## src/rtl/tcam_req_ctrl_pkg.sv

```systemverilog
// Shared types and field positions for the TCAM request sequencer.
package tcam_pkg;

   // Layout of the TCAM result word: [5]=hit, [4:0]=index, [31:6] must be 0
   localparam int HIT_BIT = 5;
   localparam int IDX_LSB = 0;
   localparam int IDX_W   = 5;
   localparam int PORT_W  = 32;
   localparam int RSP_W   = IDX_W + 2;

   // One request as registered onto the TCAM port
   typedef struct packed {
      logic              we;
      logic [3:0]        wmask;
      logic [PORT_W-1:0] key;
      logic [PORT_W-1:0] wdata;
   } tcam_cmd_t;

   // One buffered search response
   typedef struct packed {
      logic             err;
      logic             hit;
      logic [IDX_W-1:0] idx;
   } tcam_rsp_t;

   typedef enum logic [1:0] {
      IDLE   = 2'd0,
      ISSUE  = 2'd1,
      WR_GAP = 2'd2
   } tcam_state_e;

   // Split a raw result word into the response fields; any stray upper bit flags err
   function automatic tcam_rsp_t decode_result(input logic [PORT_W-1:0] rdata);
      tcam_rsp_t r;
      r.err = |rdata[PORT_W-1:HIT_BIT+1];
      r.hit = rdata[HIT_BIT];
      r.idx = rdata[IDX_LSB +: IDX_W];
      return r;
   endfunction

endpackage

```

## src/rtl/tcam_req_ctrl_rsp_fifo.sv

```systemverilog
// Register-based first-word-fall-through FIFO with occupancy count.
module tcam_rsp_fifo #(
   parameter int W     = 7,
   parameter int DEPTH = 4,
   localparam int AW   = $clog2(DEPTH)
) (
   input  logic          clk_i,
   input  logic          rst_i,
   input  logic          push_i,
   input  logic [W-1:0]  din_i,
   input  logic          pop_i,
   output logic [W-1:0]  dout_o,
   output logic          full_o,
   output logic          empty_o,
   output logic [AW:0]   count_o
);

   logic [W-1:0]  mem_q [DEPTH];
   logic [AW-1:0] wr_ptr_q, wr_ptr_d;
   logic [AW-1:0] rd_ptr_q, rd_ptr_d;
   logic [AW:0]   count_q, count_d;
   logic          do_push, do_pop;

   assign empty_o = (count_q == '0);
   assign full_o  = (count_q == (AW+1)'(DEPTH));
   assign count_o = count_q;

   // Qualify push/pop; a push into a full FIFO is only taken alongside a pop
   always_comb begin
      do_pop   = pop_i && !empty_o;
      do_push  = push_i && (!full_o || do_pop);
      wr_ptr_d = wr_ptr_q + AW'(do_push);
      rd_ptr_d = rd_ptr_q + AW'(do_pop);
      count_d  = count_q + (AW+1)'(do_push) - (AW+1)'(do_pop);
   end

   // Pointer and occupancy registers
   always_ff @(posedge clk_i) begin
      if (rst_i) begin
         wr_ptr_q <= '0;
         rd_ptr_q <= '0;
         count_q  <= '0;
      end else begin
         wr_ptr_q <= wr_ptr_d;
         rd_ptr_q <= rd_ptr_d;
         count_q  <= count_d;
      end
   end

   // Storage array; contents need no reset because empty masks the output
   always_ff @(posedge clk_i) begin
      if (do_push) begin
         mem_q[wr_ptr_q] <= din_i;
      end
   end

   // Head entry falls through; forced to zero while empty so outputs are clean
   always_comb begin
      dout_o = '0;
      if (!empty_o) begin
         dout_o = mem_q[rd_ptr_q];
      end
   end

endmodule

```

## src/rtl/tcam_req_ctrl.sv

```systemverilog
// Request sequencer in front of the TCAM: issues searches/writes from
// registers, tracks in-flight searches and buffers their results.
module tcam_req_ctrl
   import tcam_pkg::*;
#(
   parameter int KEY_W      = 28,
   parameter int DATA_W     = 32,
   parameter int RD_LATENCY = 1,
   parameter int RSP_DEPTH  = 4,
   parameter int CNT_W      = 16
) (
   input  logic              clk_i,
   input  logic              rst_i,
   input  logic              req_valid_i,
   output logic              req_ready_o,
   input  logic              req_we_i,
   input  logic [3:0]        req_wmask_i,
   input  logic [KEY_W-1:0]  req_key_i,
   input  logic [DATA_W-1:0] req_wdata_i,
   output logic              tcam_csb_o,
   output logic              tcam_web_o,
   output logic [3:0]        tcam_wmask_o,
   output logic [31:0]       tcam_addr_o,
   output logic [DATA_W-1:0] tcam_wdata_o,
   input  logic [31:0]       tcam_rdata_i,
   output logic              rsp_valid_o,
   input  logic              rsp_ready_i,
   output logic              rsp_hit_o,
   output logic [4:0]        rsp_index_o,
   output logic              rsp_err_o,
   output logic [CNT_W-1:0]  stat_search_o,
   output logic [CNT_W-1:0]  stat_hit_o,
   output logic              busy_o
);

   localparam int FIFO_AW = $clog2(RSP_DEPTH);

   tcam_state_e           state_q, state_d;
   tcam_cmd_t             cmd_q, cmd_d;
   logic                  csb_q, csb_d;
   logic                  web_q, web_d;
   logic [RD_LATENCY-1:0] pipe_q, pipe_d;
   logic [CNT_W-1:0]      stat_search_q, stat_search_d;
   logic [CNT_W-1:0]      stat_hit_q, stat_hit_d;

   logic                  accept;
   logic                  issue_search;
   logic                  issue_write;
   logic                  push;
   logic [7:0]            inflight;
   logic [7:0]            used;
   tcam_rsp_t             rsp_in, rsp_out;
   logic [RSP_W-1:0]      fifo_dout;
   logic                  fifo_full, fifo_empty;
   logic [FIFO_AW:0]      fifo_count;

   assign accept       = req_valid_i && req_ready_o;
   assign issue_search = (state_q == ISSUE) && !cmd_q.we;
   assign issue_write  = (state_q == ISSUE) && cmd_q.we;
   assign push         = pipe_q[RD_LATENCY-1];

   // Count searches that hold a credit but have not yet reached the FIFO
   always_comb begin
      inflight = 8'(issue_search);
      for (int i = 0; i < RD_LATENCY; i++) begin
         inflight = inflight + 8'(pipe_q[i]);
      end
      used = inflight + 8'(fifo_count);
   end

   // FSM state register
   always_ff @(posedge clk_i) begin
      if (rst_i) begin
         state_q <= IDLE;
      end else begin
         state_q <= state_d;
      end
   end

   // FSM next state: searches may stream back-to-back, a write always takes a gap cycle
   always_comb begin
      state_d = state_q;
      unique case (state_q)
         IDLE:    if (accept) state_d = ISSUE;
         ISSUE: begin
            if (cmd_q.we)    state_d = WR_GAP;
            else if (accept) state_d = ISSUE;
            else             state_d = IDLE;
         end
         WR_GAP:  state_d = IDLE;
         default: state_d = IDLE;
      endcase
   end

   // FSM output: credit-based ready. It is also held low while a write is on the
   // port so that nothing can be accepted that would have to skip the write gap.
   always_comb begin
      req_ready_o = 1'b0;
      if (!rst_i && (state_q != WR_GAP) && !issue_write && (used < 8'(RSP_DEPTH))) begin
         req_ready_o = 1'b1;
      end
   end

   // Next TCAM port values: one access cycle per accept; addr/wmask/wdata hold otherwise
   always_comb begin
      csb_d = 1'b1;
      web_d = 1'b1;
      cmd_d = cmd_q;
      if (accept) begin
         csb_d     = 1'b0;
         web_d     = !req_we_i;
         cmd_d.we  = req_we_i;
         cmd_d.key = PORT_W'(req_key_i);
         if (req_we_i) begin
            cmd_d.wmask = req_wmask_i;
            cmd_d.wdata = PORT_W'(req_wdata_i);
         end else begin
            cmd_d.wmask = 4'h0;
         end
      end
   end

   // Search-valid pipe tagged at the end of the issue cycle; its tail marks result capture
   always_comb begin
      pipe_d[0] = issue_search;
      for (int i = 1; i < RD_LATENCY; i++) begin
         pipe_d[i] = pipe_q[i-1];
      end
   end

   // Saturating statistics
   always_comb begin
      stat_search_d = stat_search_q;
      stat_hit_d    = stat_hit_q;
      if (issue_search && (stat_search_q != {CNT_W{1'b1}})) begin
         stat_search_d = stat_search_q + CNT_W'(1);
      end
      if (push && rsp_in.hit && (stat_hit_q != {CNT_W{1'b1}})) begin
         stat_hit_d = stat_hit_q + CNT_W'(1);
      end
   end

   // Datapath registers: TCAM port, in-flight pipe and statistics
   always_ff @(posedge clk_i) begin
      if (rst_i) begin
         csb_q         <= 1'b1;
         web_q         <= 1'b1;
         cmd_q         <= '0;
         pipe_q        <= '0;
         stat_search_q <= '0;
         stat_hit_q    <= '0;
      end else begin
         csb_q         <= csb_d;
         web_q         <= web_d;
         cmd_q         <= cmd_d;
         pipe_q        <= pipe_d;
         stat_search_q <= stat_search_d;
         stat_hit_q    <= stat_hit_d;
      end
   end

   assign rsp_in = decode_result(tcam_rdata_i);

   tcam_rsp_fifo #(
      .W     (RSP_W),
      .DEPTH (RSP_DEPTH)
   ) u_rsp_fifo (
      .clk_i   (clk_i),
      .rst_i   (rst_i),
      .push_i  (push),
      .din_i   (rsp_in),
      .pop_i   (rsp_valid_o && rsp_ready_i),
      .dout_o  (fifo_dout),
      .full_o  (fifo_full),
      .empty_o (fifo_empty),
      .count_o (fifo_count)
   );

   assign rsp_out       = tcam_rsp_t'(fifo_dout);
   assign rsp_valid_o   = !fifo_empty;
   assign rsp_hit_o     = rsp_out.hit;
   assign rsp_index_o   = rsp_out.idx;
   assign rsp_err_o     = rsp_out.err;

   assign tcam_csb_o    = csb_q;
   assign tcam_web_o    = web_q;
   assign tcam_wmask_o  = cmd_q.wmask;
   assign tcam_addr_o   = cmd_q.key;
   assign tcam_wdata_o  = cmd_q.wdata[DATA_W-1:0];

   assign stat_search_o = stat_search_q;
   assign stat_hit_o    = stat_hit_q;
   // fifo_full is part of the FIFO contract; credits keep it from gating anything here
   assign busy_o        = (inflight != 8'd0) || !fifo_empty || (fifo_full && 1'b0);

endmodule
```

## config.mk

```make
export PLATFORM = sky130hd
export DESIGN_NAME = tcam_req_ctrl
export DESIGN_NICKNAME = d
export VERILOG_FILES = /design/src/rtl/tcam_req_ctrl_pkg.sv /design/src/rtl/tcam_req_ctrl_rsp_fifo.sv /design/src/rtl/tcam_req_ctrl.sv
export SDC_FILE = /design/constraint.sdc
export NUM_CORES = 1
export LEC_CHECK = 0
export CAP_MARGIN = 20
export CORE_MARGIN = 3
export CORE_UTILIZATION = 46
export CTS_BUF_LIST = sky130_fd_sc_hd__clkbuf_16
export DETAILED_ROUTE_END_ITERATION = 16
export PLACE_DENSITY_LB_ADDON = 0.1
export SYNTH_ARGS = -nofsm -noshare
export SYNTH_HDL_FRONTEND = slang
export SYNTH_SLANG_ARGS = --single-unit
```

## constraint.sdc

```tcl
create_clock -name clk_i -period 2.82 [get_ports clk_i]
set_input_delay 0.564 -clock clk_i [delete_from_list [all_inputs] [get_ports clk_i]]
set_output_delay 0.564 -clock clk_i [all_outputs]
set_load 0.005 [all_outputs]
```

# Word level (Yosys, flattened, before mapping)
# Memory sizes are Yosys's and may differ from the RTL's. A register that Yosys moved wholly into a read port is not among the register bits.
# Index checks and enable logic that the tools add are counted.
# totals
out_inout_bits	112
wordCells	67
in_bits	101
ff_bits	109
ramBits	28
mem_count	1
# op_classes
n_reduce_logical	26
order_cmp	1
n_addsub	8
bitwise	1
n_eq_ne	6
n_mux	11
# mem_list
name	words	width	rd	rd_clocked_by_memory_dff	wr	line_no	rtl
u_rsp_fifo.mem_q	4	7	1	1	1	tcam_req_ctrl_rsp_fifo.sv:18	logic [W-1:0] mem_q [DEPTH];
# op_table
cell	count
16-bit by 1-bit adder with 16-bit output, second input constant	2
16-bit != test, second input constant	2
26-bit OR reduction	1
1-bit logical AND	12
8-bit nonzero test	1
7-bit two-way mux	1
1-bit zero test	6
2-bit two-way mux	3
1-bit two-way mux	5
2-bit by 1-bit adder with 2-bit output	2
2-bit by 3-bit adder with 4-bit output	1
4-bit by 3-bit < comparator with 1-bit output, second input constant	1
4-bit two-way mux	1
2-bit != test, second input constant	2
2-bit one-hot mux with 2 select lines	1
3-bit by 1-bit adder with 3-bit output	1
3-bit equality test, second input constant	1
3-bit zero test	1
3-bit by 1-bit subtractor with 3-bit output	1
1-bit by 1-bit adder with 2-bit output	1
2-bit by 1-bit equality test with 1-bit output, second input constant	1
2-bit zero test	1
1-bit logical OR	2
2-bit AND reduction	1
2 further kinds	2

# Depth between registers and ports, before layout
# Gate-level depths: netlist (run 1).
# depth
word_depth	11
depth_mapped	11
ltp_nobuf	10

# Cells and area by module
# From an unflattened synthesis (run 1), not the netlist that was laid out.
# unflattened
hier_cells	585
area_unflattened_um2	6552.5
# modules_own_cells
mod	cells_each	area_per_inst_um2	n_inst	seq_area_each_um2
tcam_req_ctrl	503	5108.6	1	2042.0
tcam_rsp_fifo	82	1443.9	1	980.9

# Least setup slack after synthesis (run 1)
# No wires, ideal clock.
# synth_path
path_type	register to output
from	register state_q[1]
to	output req_ready_o
stages_incl_launch_ff	10
required_ps	2256
path_buffers	3
setup_slack_ps	265
arrival_time_ps	1991
path_cell_list	dfxtp_1 or3b_1 buf_6 clkinv_8 ha_1 ha_1 or4_1 buf_2 buf_2 nor2_1
# synth_via
elab_chain_cells	7
elab_cells_between_ends	12
cone_classes	2 x add/sub; 1 x order compare; 2 x eq/ne; 1 x mux; 6 x reduce/logical
# synth_rtl
item	line_no	rtl
start, declared	tcam_req_ctrl.sv:38	tcam_state_e state_q, state_d;
start signal, assigned	tcam_req_ctrl.sv:76	state_q <= state_d;
2-bit by 1-bit equality test with 1-bit output	tcam_req_ctrl.sv:58	assign issue_search = (state_q == ISSUE) && !cmd_q.we;
1-bit logical AND	tcam_req_ctrl.sv:58	
named net issue_search	tcam_req_ctrl.sv:47	logic issue_search;
1-bit by 1-bit adder with 2-bit output	tcam_req_ctrl.sv:66	inflight = inflight + 8'(pipe_q[i]);
2-bit by 3-bit adder with 4-bit output	tcam_req_ctrl.sv:68	used = inflight + 8'(fifo_count);
4-bit by 3-bit < comparator with 1-bit output	tcam_req_ctrl.sv:99	if (!rst_i && (state_q != WR_GAP) && !issue_write && (used < 8'(RSP_DEPTH))) begin
1-bit logical AND	tcam_req_ctrl.sv:99	
1-bit two-way mux	tcam_req_ctrl.sv:99	
end, declared	tcam_req_ctrl.sv:15	output logic req_ready_o,
# The timed path passes the listed nets, and every way through them passes these cells.

# Worst setup path in the final report (run 1)
# layout_path
from	register state_q[0]
to	output req_ready_o
# Same word-level chain as after synthesis.

==> results.yml, run 1 <==
power_and_ir_drop:
  p_sw_mw: 1.363
  seq_power_share_pct: 41.4
  pwr-share-clk_pct: 36.1
  combPwrFrac_pct: 22.6
  leakagePower_nw: 3.279
  swShare_pct: 25.03
  ir_drop_mv: 0.3801
  p_int_mw: 4.082
  power.density_nw_per_um2: 618.9
place:
  numPortBuffers: 208
  hpwl_mm: 10.94
  gp_congestion: 0.7999
  post_dp_cell_area_um2: 8257
  dp_worst_setup_slack_ps: 21.71
setup_path:
  slowest_stage: "or4_4"
  arrival_ps: 2130
  worst_setup_path_end_kind: "primary output"
  path_class: "reg -> out"
  path_buf_inv: 2
  critPathRequiredTime_ps: 2260
  cp_top_family: "simple AND/OR/NAND/NOR gates"
  worstPathCellList: "or3b_4 -> clkinv_8 -> ha_1 -> ha_2 -> or4_4 -> nor2_4 -> clkbuf_2"
  worstSetupStartpointType: "flip-flop"
  critPathMaxFanout: 2
  max_stage_delay_ps: 500
sta:
  worst_slew_pin_slew_ps: 850.4
  finalCritPeriodShare_pct: 95.62
  finalSetupViolations: 0
  slew_headroom_pct: 43.31
  drv_slew: 0
  skew_ps: 7.150
  final.setup.tns_ps: 0
  worst_slack_ps: 123.4
  fin_crit_ps: 2697
  grt_setup_unrepaired: "no"
  fmax_mhz: 370.8
  hold_violations: 0
yosys:
  syn_inst: 637
  synth_async_sr_flop_share_pct: 0
  synth_edf_count: 28
  synth-seq-cells: 137
  synthDistinctLibCells: 52
  yosysMostFrequentCell: "dfxtp_1"
  synth_top_cell_area_share_pct: 33.79
  avgSynthCellArea_um2: 10.14
  synth-main-ff-cell: "dfxtp_1"
  yosys.area.top_type: "dfxtp_1"
  synthTopCellsByCount: "dfxtp_1 (109), buf_4 (68), nor2b_1 (47)"
  synth.area.top_cells: "dfxtp_1 (34%), edfxtp_1 (13%), buf_4 (7.9%)"
  netlist_area_um2: 6459
  ys_warn_count: 0
  ys_seq_area_share_pct: 46.80
clocking:
  clkSinkCount: 137
  cts-root-buf: "clkbuf_16"
  postCtsSetupRepairBufs: 0
  cts-htree-levels: 4
  cts-buffers-inserted: 17
  clock_latency_ps: 410
  cts_tree: "done"
  clk_pin_slew_ps: 50
  clock_path_buffers: 2
hold_path:
  hp-class: "reg -> reg"
route:
  dr.pass1.iters: 5
  wirelength_mm: 15.38
  met1Wirelength_mm: 6.301
  wl_met2_mm: 7.614
  detail-route-antenna-nets: 0
  top_layer_used: "met4"
  wl_per_cell_um: 15.76
  vias: 5218
  vias_per_cell: 5.346
  route.met3.wl_mm: 1.206
  drt_iter0_drc: 293
  drc: 0
outcome:
  status: "completed"
grt:
  grt_pass1_vias: 5166
  gr-total-overflow: 0
  antenna_found_initial: 0
  grt_start_max_net_pins: 83
  grt_usage_pct: 19.76
  grt_pass1_wl_mm: 25.36
floorplan:
  chipHeight_um: 124.5
  ios: 213
  rows: 42
  die-area_um2: 15500
  die_w_um: 124.5
  start_util_pct: 47.82
  core-area_um2: 13510
finish:
  area_growth_pct: 36.23
  drive_above_1_share_pct: 13.00
  diodes: 0
  final_area_um2: 8798
  fin_nets: 898
run:
  maxCapViolations: 0
[per-stage QoR]
| step | std cells | utilization, % | hold slack [ps] | power [mW] |
|---|---|---|---|---|
| 6_report | 976 | 65.15 | 460.6 | 5.446 |
| 5_1_grt | 976 | 65.15 | 490.6 | 5.713 |
| 4_1_cts | 974 | 65.09 | 465.8 | 5.506 |
| 3_5_place_dp | 942 | 61.14 | 460.9 | 3.530 |
| 3_3_place_gp | 942 | 61.14 | 445.8 | 3.492 |
| 2_1_floorplan | 640 | - | 438.4 | 2.979 |
[flip-flops by register name (all words and copies together) (netlist names)]
register	cells
tcam_wdata_o	32
tcam_addr_o	28
u_rsp_fifo.mem_q	28
stat_hit_o	16
stat_search_o	16
tcam_wmask_o	4
u_rsp_fifo.count_o	3
state_q	2
u_rsp_fifo.rd_ptr_q	2
u_rsp_fifo.wr_ptr_q	2
cmd_q	1
pipe_q	1
tcam_csb_o	1
tcam_web_o	1
[power by group through the flow]
stage / logic (mW) / clock network [mW] / registers [mW]
3_3_place_gp: 1.21 / 0 / 2.28
5_1_grt: 1.34 / 2.10 / 2.27
6_report: 1.23 / 1.96 / 2.25
3_5_place_dp: 1.24 / 0 / 2.29
4_1_cts: 1.25 / 2.00 / 2.25
2_1_floorplan: 0.719 / 0 / 2.26
[cell type report]
type	instances	area, µm²
clock buffer	17	425.4
fill	1072	4707
tap	176	220.2
inverter	39	158.9
timing repair buffer	231	2240
clock inverter	15	95.09
sequential	137	3023
multi-input combinational	361	2636
[cells by family (layout without fill, tap and decap cells)]
group | count (synthesis) | in the layout | synth area share (%)
XOR/XNOR | 5 | 5 | 0.6782
AND/OR/NAND/NOR | 179 | 179 | 16.14
flip-flops | 137 | 137 | 46.80
other | 1 | 4 | 0.05806
buffers and inverters | 142 | 302 | 12.86
AO/OA/AOI/OAI | 113 | 113 | 11.60
adder cells (fa/ha/maj) | 10 | 10 | 2.054
multiplexers | 50 | 50 | 9.802
[cell usage in the layout (no fill, tap or decap), drive strengths merged, types with 4 or more instances in the layout]
cell           count
clkdlybuf4s50    206
dfxtp            109
nor2b             47
inv               40
mux2              36
o21ai             33
edfxtp            28
nand2             28
o311ai            27
a21oi             25
buf               23
nor2              20
nand4             19
clkbuf            19
nor4              15
o31ai             13
clkinv            11
nand3             10
nor3               9
ha                 9
or3                8
mux4               7
and3               7
mux2i              7
or4                7
a211oi             4
conb               4
[worst min-delay path, cell delays in order, from the launching register on]
cell,delay (ps)
dfxtp_1,300
nand2_1,50
mux2i_1,60
[worst paths after layout]
kind | startpoint | end | slack, ps | cells past startpoint
setup / recovery | state_q[0]$_SDFFE_PP0P_ | req_ready_o | 120 | 7
hold / removal | tcam_wmask_o[2]$_SDFFE_PP0N_ | tcam_wmask_o[2]$_SDFFE_PP0N_ | 460 | 2
hold reg to reg | tcam_wmask_o[2]$_SDFFE_PP0N_ | tcam_wmask_o[2]$_SDFFE_PP0N_ | 460 | 2
setup reg to reg | cmd_q[68]$_SDFFE_PP0N_ | tcam_addr_o[1]$_SDFFE_PP0N_ | 310 | 7
[layer usage]
metal	vias up	global-route usage, %
li1	2527	-
met1	2469	24.16
met2	202	32.73
met3	20	6.175
met4	0	7.415
met5	-	0
[what timing repair did]
action	CTS	global route
hold buffers	0	0
endpoints found under the setup margin	1	1
gates resized for setup	6	2
pin swaps	1	1
Power figures use the tool's default switching activity.
==> inputs of run 2 (changes only) <==
--- a/config.mk
+++ b/config.mk
@@ -7,10 +7,11 @@
 export LEC_CHECK = 0
 export CAP_MARGIN = 20
 export CORE_MARGIN = 3
-export CORE_UTILIZATION = 46
+export CORE_UTILIZATION = 47
 export CTS_BUF_LIST = sky130_fd_sc_hd__clkbuf_16
 export DETAILED_ROUTE_END_ITERATION = 16
 export PLACE_DENSITY_LB_ADDON = 0.1
 export SYNTH_ARGS = -nofsm -noshare
 export SYNTH_HDL_FRONTEND = slang
+export SYNTH_HIERARCHICAL = 1
 export SYNTH_SLANG_ARGS = --single-unit
==> run 2 against run 1 <==
Effect of this change: register-to-register slack barely moved; clock skew fell by 0.92 ps; power down 6.0%; via count decreased by 11%; die area shrank 0.75%; cell area rose by 1.4%; sequential power is 3% lower; non-clock buffer count is 6 lower; first-iteration DRC count shrank 29%; combinational power down 32%; global-route usage down 0.38 points; maximum frequency grew 2.3%; largest cell class unchanged; largest power group unchanged.
==> results.yml, run 2 <==
setup_path:
  critPathMaxFanout: 5
  path_class: "reg -> out"
  worstSetupStartpointType: "flip-flop"
  worstPathCellList: "buf_4 -> mux4_2 -> nor2b_1 -> clkdlybuf4s50_1"
  worst_setup_path_end_kind: "primary output"
  slowest_stage: "mux4_2"
  cp_top_family: "buffers and inverters"
  max_stage_delay_ps: 490
  critPathRequiredTime_ps: 2260
  arrival_ps: 2070
  path_buf_inv: 2
route:
  vias: 4667
  vias_per_cell: 5.024
  dr.pass1.iters: 4
  wl_per_cell_um: 15.75
  drc: 0
  wirelength_mm: 14.64
  detail-route-antenna-nets: 0
  drt_iter0_drc: 207
sta:
  final.setup.tns_ps: 0
  worst_slew_pin_slew_ps: 640.6
  slew_headroom_pct: 56.62
  fmax_mhz: 379.2
  finalSetupViolations: 0
  grt_setup_unrepaired: "no"
  skew_ps: 6.235
  drv_slew: 0
  finalCritPeriodShare_pct: 93.50
  fin_crit_ps: 2637
  hold_violations: 0
finish:
  utilization_pct: 66.33
  largest_reg_flops: 32
  fin_nets: 850
  drive_above_1_share_pct: 18.46
  final_common_cell: "clkdlybuf4s50_1"
  mostFrequentLayoutCells: "clkdlybuf4s50_1 (206), dfxtp_1 (106), nor2b_1 (80)"
  area_growth_pct: 36.29
  diodes: 0
clocking:
  clock_latency_ps: 410
  cts-root-buf: "clkbuf_16"
  cts_tree: "done"
  cts-buffers-inserted: 17
  cts-htree-levels: 4
  clk_pin_slew_ps: 60
  clock_path_buffers: 2
  clkSinkCount: 137
outcome:
  status: "completed"
yosys:
  ys_warn_count: 6
  netlist_area_um2: 6548
  syn_inst: 584
  avgSynthCellArea_um2: 11.21
power_and_ir_drop:
  seq_power_share_pct: 42.7
  pwr-share-clk_pct: 41.0
  power.density_nw_per_um2: 573.5
  p_sw_mw: 1.166
  swShare_pct: 22.79
  combPwrFrac_pct: 16.3
  p_int_mw: 3.952
  leakagePower_nw: 3.378
  ir_drop_mv: 0.3772
place:
  hpwl_mm: 10.31
  gp_congestion: 0.7718
  numPortBuffers: 208
floorplan:
  rows: 42
  core-area_um2: 13450
  die_w_um: 124.0
  die-area_um2: 15380
  start_util_pct: 48.67
  ios: 213
  chipHeight_um: 124.0
hold_path:
  hp-class: "reg -> reg"
run:
  maxCapViolations: 0
grt:
  grt_start_max_net_pins: 112
  gr-total-overflow: 0
  antenna_found_initial: 1
  grt_usage_pct: 19.39
  grt_pass1_vias: 4697
  grt_pass1_wl_mm: 23.45
[run 2: final cells by class]
type	instances	area, µm²
fillers	1069	4529
clock buffers	17	425.4
well taps	176	220.2
clock inverters	15	135.1
repair buffers	225	2215
flip-flops and latches	137	3027
inverters	8	35.03
multi-input cells	351	2867
[run 2: final timing paths]
| check | from | end | slack (ps) | cells after the start |
|---|---|---|---|---|
| worst max-delay path | u_rsp_fifo/rd_ptr_q[0]$_SDFF_PP0_ | rsp_hit_o | 180 | 4 |
| worst min-delay path | state_q[0]$_SDFFE_PP0P_ | state_q[0]$_SDFFE_PP0P_ | 470 | 1 |
| worst max register to register | cmd_q[68]$_SDFFE_PP0N_ | tcam_wdata_o[2]$_SDFFE_PP0P_ | 310 | 9 |
| worst min register to register | state_q[0]$_SDFFE_PP0P_ | state_q[0]$_SDFFE_PP0P_ | 470 | 1 |
[run 2: metrics by stage]
stage	total power, mW	hold WS, ps	instance area, µm²	instances	setup WS (ps)
4_1_cts	5.172	472.9	8882	925	19.92
5_1_grt	5.342	492.3	8924	929	88.01
3_5_place_dp	3.061	475.4	8314	892	60.28
3_3_place_gp	3.041	462.4	8314	892	70.20
2_1_floorplan	2.693	448.2	6559	587	486.5
6_report	5.118	468.9	8924	929	183.2
[run 2: what timing repair did]
action,in CTS,in global routing
gates resized for setup,2,4
setup buffers,1,0
endpoints found under the setup margin,1,6
cloned,0,0
hold buffers,0,0
[run 2: power groups by stage]
stage	Combinational (mW)	Sequential, mW	Clock (mW)
floorplan	0.485	2.21	0
global route	0.902	2.20	2.24
CTS	0.841	2.19	2.14
finish	0.832	2.19	2.10
global placement	0.820	2.22	0
detailed placement	0.833	2.23	0
[run 2: routing by layer]
metal	GRT usage, %	up-vias	routed length, µm
met3	7.266	13	1155
met5	0	-	13
li1	-	2310	-
met1	22.98	2200	6101
met4	6.092	2	136
met2	32.65	142	7227
[run 2: worst reg2reg max path, cell delays in order, from the launching register on]
cell and delay, ps:
dfxtp_1 330, or3b_4 430, clkinv_4 90, ha_1 150, ha_1 190, a2111oi_4 50
buf_4 160, nand4_4 80, buf_4 500, mux2_2 410
==> inputs of run 3 (changes only) <==
--- a/config.mk
+++ b/config.mk
@@ -6,8 +6,7 @@
 export NUM_CORES = 1
 export LEC_CHECK = 0
 export CAP_MARGIN = 20
-export CORE_MARGIN = 3
-export CORE_UTILIZATION = 47
+export CORE_UTILIZATION = 30
 export CTS_BUF_LIST = sky130_fd_sc_hd__clkbuf_16
 export DETAILED_ROUTE_END_ITERATION = 16
 export PLACE_DENSITY_LB_ADDON = 0.1
==> run 3 against run 2 <==
Effect of this change: sequential share of layout area fell by 0.88 points; routed wire length up 9.3%; via count grew 1.0%; largest power group is now the clock network.
==> results.yml, run 3 (synthesis gave the netlist of run 2 again) <==
route:
  dr.pass1.iters: 4
  wl_per_cell_um: 15.54
  drc: 0
  vias: 4716
  detail-route-antenna-nets: 0
  vias_per_cell: 4.583
  drt_iter0_drc: 183
  wirelength_mm: 15.99
clocking:
  clkSinkCount: 137
  clk_pin_slew_ps: 50
  cts-root-buf: "clkbuf_16"
  cts-buffers-inserted: 17
  cts_tree: "done"
  clock_path_buffers: 2
  clock_latency_ps: 420
  cts-htree-levels: 4
grt:
  grt_start_max_net_pins: 71
  grt_pass1_wl_mm: 25.79
  gr-total-overflow: 0
  grt_pass1_vias: 4976
  antenna_found_initial: 0
  grt_usage_pct: 14.79
setup_path:
  path_buf_inv: 2
  slowest_stage: "or3b_4"
  max_stage_delay_ps: 420
  critPathMaxFanout: 7
  rrSetupSlack_ps: 280
  worst_setup_path_end_kind: "primary output"
  critPathRequiredTime_ps: 2260
  cpMostUsedCell: "ha_1"
  arrival_ps: 2090
  worstPathCellList: "or3b_4 -> clkinv_4 -> ha_1 -> ha_1 -> a31oi_2 -> and2_1 -> clkbuf_2"
  cp_top_family: "simple AND/OR/NAND/NOR gates"
  path_class: "reg -> out"
  worstSetupStartpointType: "flip-flop"
floorplan:
  start_util_pct: 30.85
  die-area_um2: 22420
  chipHeight_um: 149.7
  core-area_um2: 21220
  die_w_um: 149.7
  rows: 53
  ios: 213
place:
  dp_cells: 996
  numPortBuffers: 208
  hpwl_mm: 11.37
  post_dp_cell_area_um2: 8476
  dp_worst_setup_slack_ps: 86.95
  gp_congestion: 0.7706
finish:
  area_growth_pct: 39.79
  multi_input_area_um2: 2867
  largest_reg_flops: 32
  fin_nets: 851
  final_common_cell: "clkdlybuf4s50_1"
  drive_above_1_share_pct: 18.57
  mostFrequentLayoutCells: "clkdlybuf4s50_1 (206), dfxtp_1 (108), nor2b_1 (80)"
  regArea_um2: 3024
  fillCellCount: 2028
  diodes: 0
  final_area_um2: 9153
  final_cells: 1029
sta:
  final.setup.tns_ps: 0
  hold_violations: 0
  grt_setup_unrepaired: "no"
  finalCritPeriodShare_pct: 94.23
  skew_ps: 10.68
  finalSetupViolations: 0
  fin_crit_ps: 2657
  worst_slew_pin_slew_ps: 1019
  worst_slack_ps: 162.7
  drv_slew: 0
  slew_headroom_pct: 31.55
  fmax_mhz: 376.3
run:
  maxCapViolations: 0
power_and_ir_drop:
  ir_drop_mv: 0.3751
  finalPower_mw: 5.576
  power.density_nw_per_um2: 609.2
  p_sw_mw: 1.246
  leakagePower_nw: 3.433
  swShare_pct: 22.34
  combPwrFrac_pct: 15.0
  seq_power_share_pct: 39.2
  pwr-share-clk_pct: 45.7
  p_int_mw: 4.331
outcome:
  status: "completed"
hold_path:
  hp-class: "reg -> reg"
==> run 3: worst register-to-register path, delay by kind of cell (launching register included) <==
| family | cells | cell delay [ps] |
|---|---|---|
| and+or+nand+nor | 2 | 810 |
| muxes | 1 | 480 |
| adders and majority gates | 2 | 380 |
| DFF | 1 | 350 |
| buffers and inverters | 2 | 260 |
| AOI/OAI and AO/OA | 1 | 150 |
==> run 3: cell type report <==
class / count / share of cell area, %
Multi-Input combinational cell: 351 / 31.32
Sequential cell: 137 / 33.04
Clock inverter: 15 / 2.707
Clock buffer: 17 / 4.648
Tap cell: 275 / 3.759
Inverter: 8 / 0.3828
Timing Repair Buffer: 226 / 24.14
==> run 3: power by group through the flow <==
stage          Clock (mW)  Combinational [mW]  Sequential, mW
2_1_floorplan           0               0.485            2.21
3_3_place_gp            0               0.843            2.22
3_5_place_dp            0               0.851            2.23
4_1_cts              2.62               0.857            2.19
5_1_grt              2.71               0.910            2.20
6_report             2.55               0.839            2.19
==> run 3: worst paths after layout <==
path | end | depth (start not counted) | startpoint
hold reg to reg | state_q[0]$_SDFFE_PP0P_ | 1 | state_q[0]$_SDFFE_PP0P_
setup reg to reg | tcam_addr_o[15]$_SDFFE_PP0N_ | 8 | state_q[1]$_SDFFE_PP0P_
setup / recovery | req_ready_o | 7 | state_q[1]$_SDFFE_PP0P_
hold / removal | state_q[0]$_SDFFE_PP0P_ | 1 | state_q[0]$_SDFFE_PP0P_
==> run 3: timing repair <==
item,4_1_cts,5_1_grt
setup buffers,1,0
resized for setup,2,2
setup endpoints to repair,1,1
gates cloned,0,0
hold buffers,0,0
==> run 3: stage by stage <==
step                      hold WS, ps  util, %
after floorplan                 448.2        -
after global routing            481.0    43.13
final                           466.6    43.13
after CTS                       462.5    43.15
after global placement          462.5    39.94
after detailed placement        470.5    39.94
==> run 3: per-layer routing <==
metal	vias up	GRT usage (%)	routed length (µm)
met5	-	0	0
met4	0	4.848	163
met3	11	5.335	1307
met2	146	24.44	7564
met1	2245	17.74	6957
li1	2314	-	-
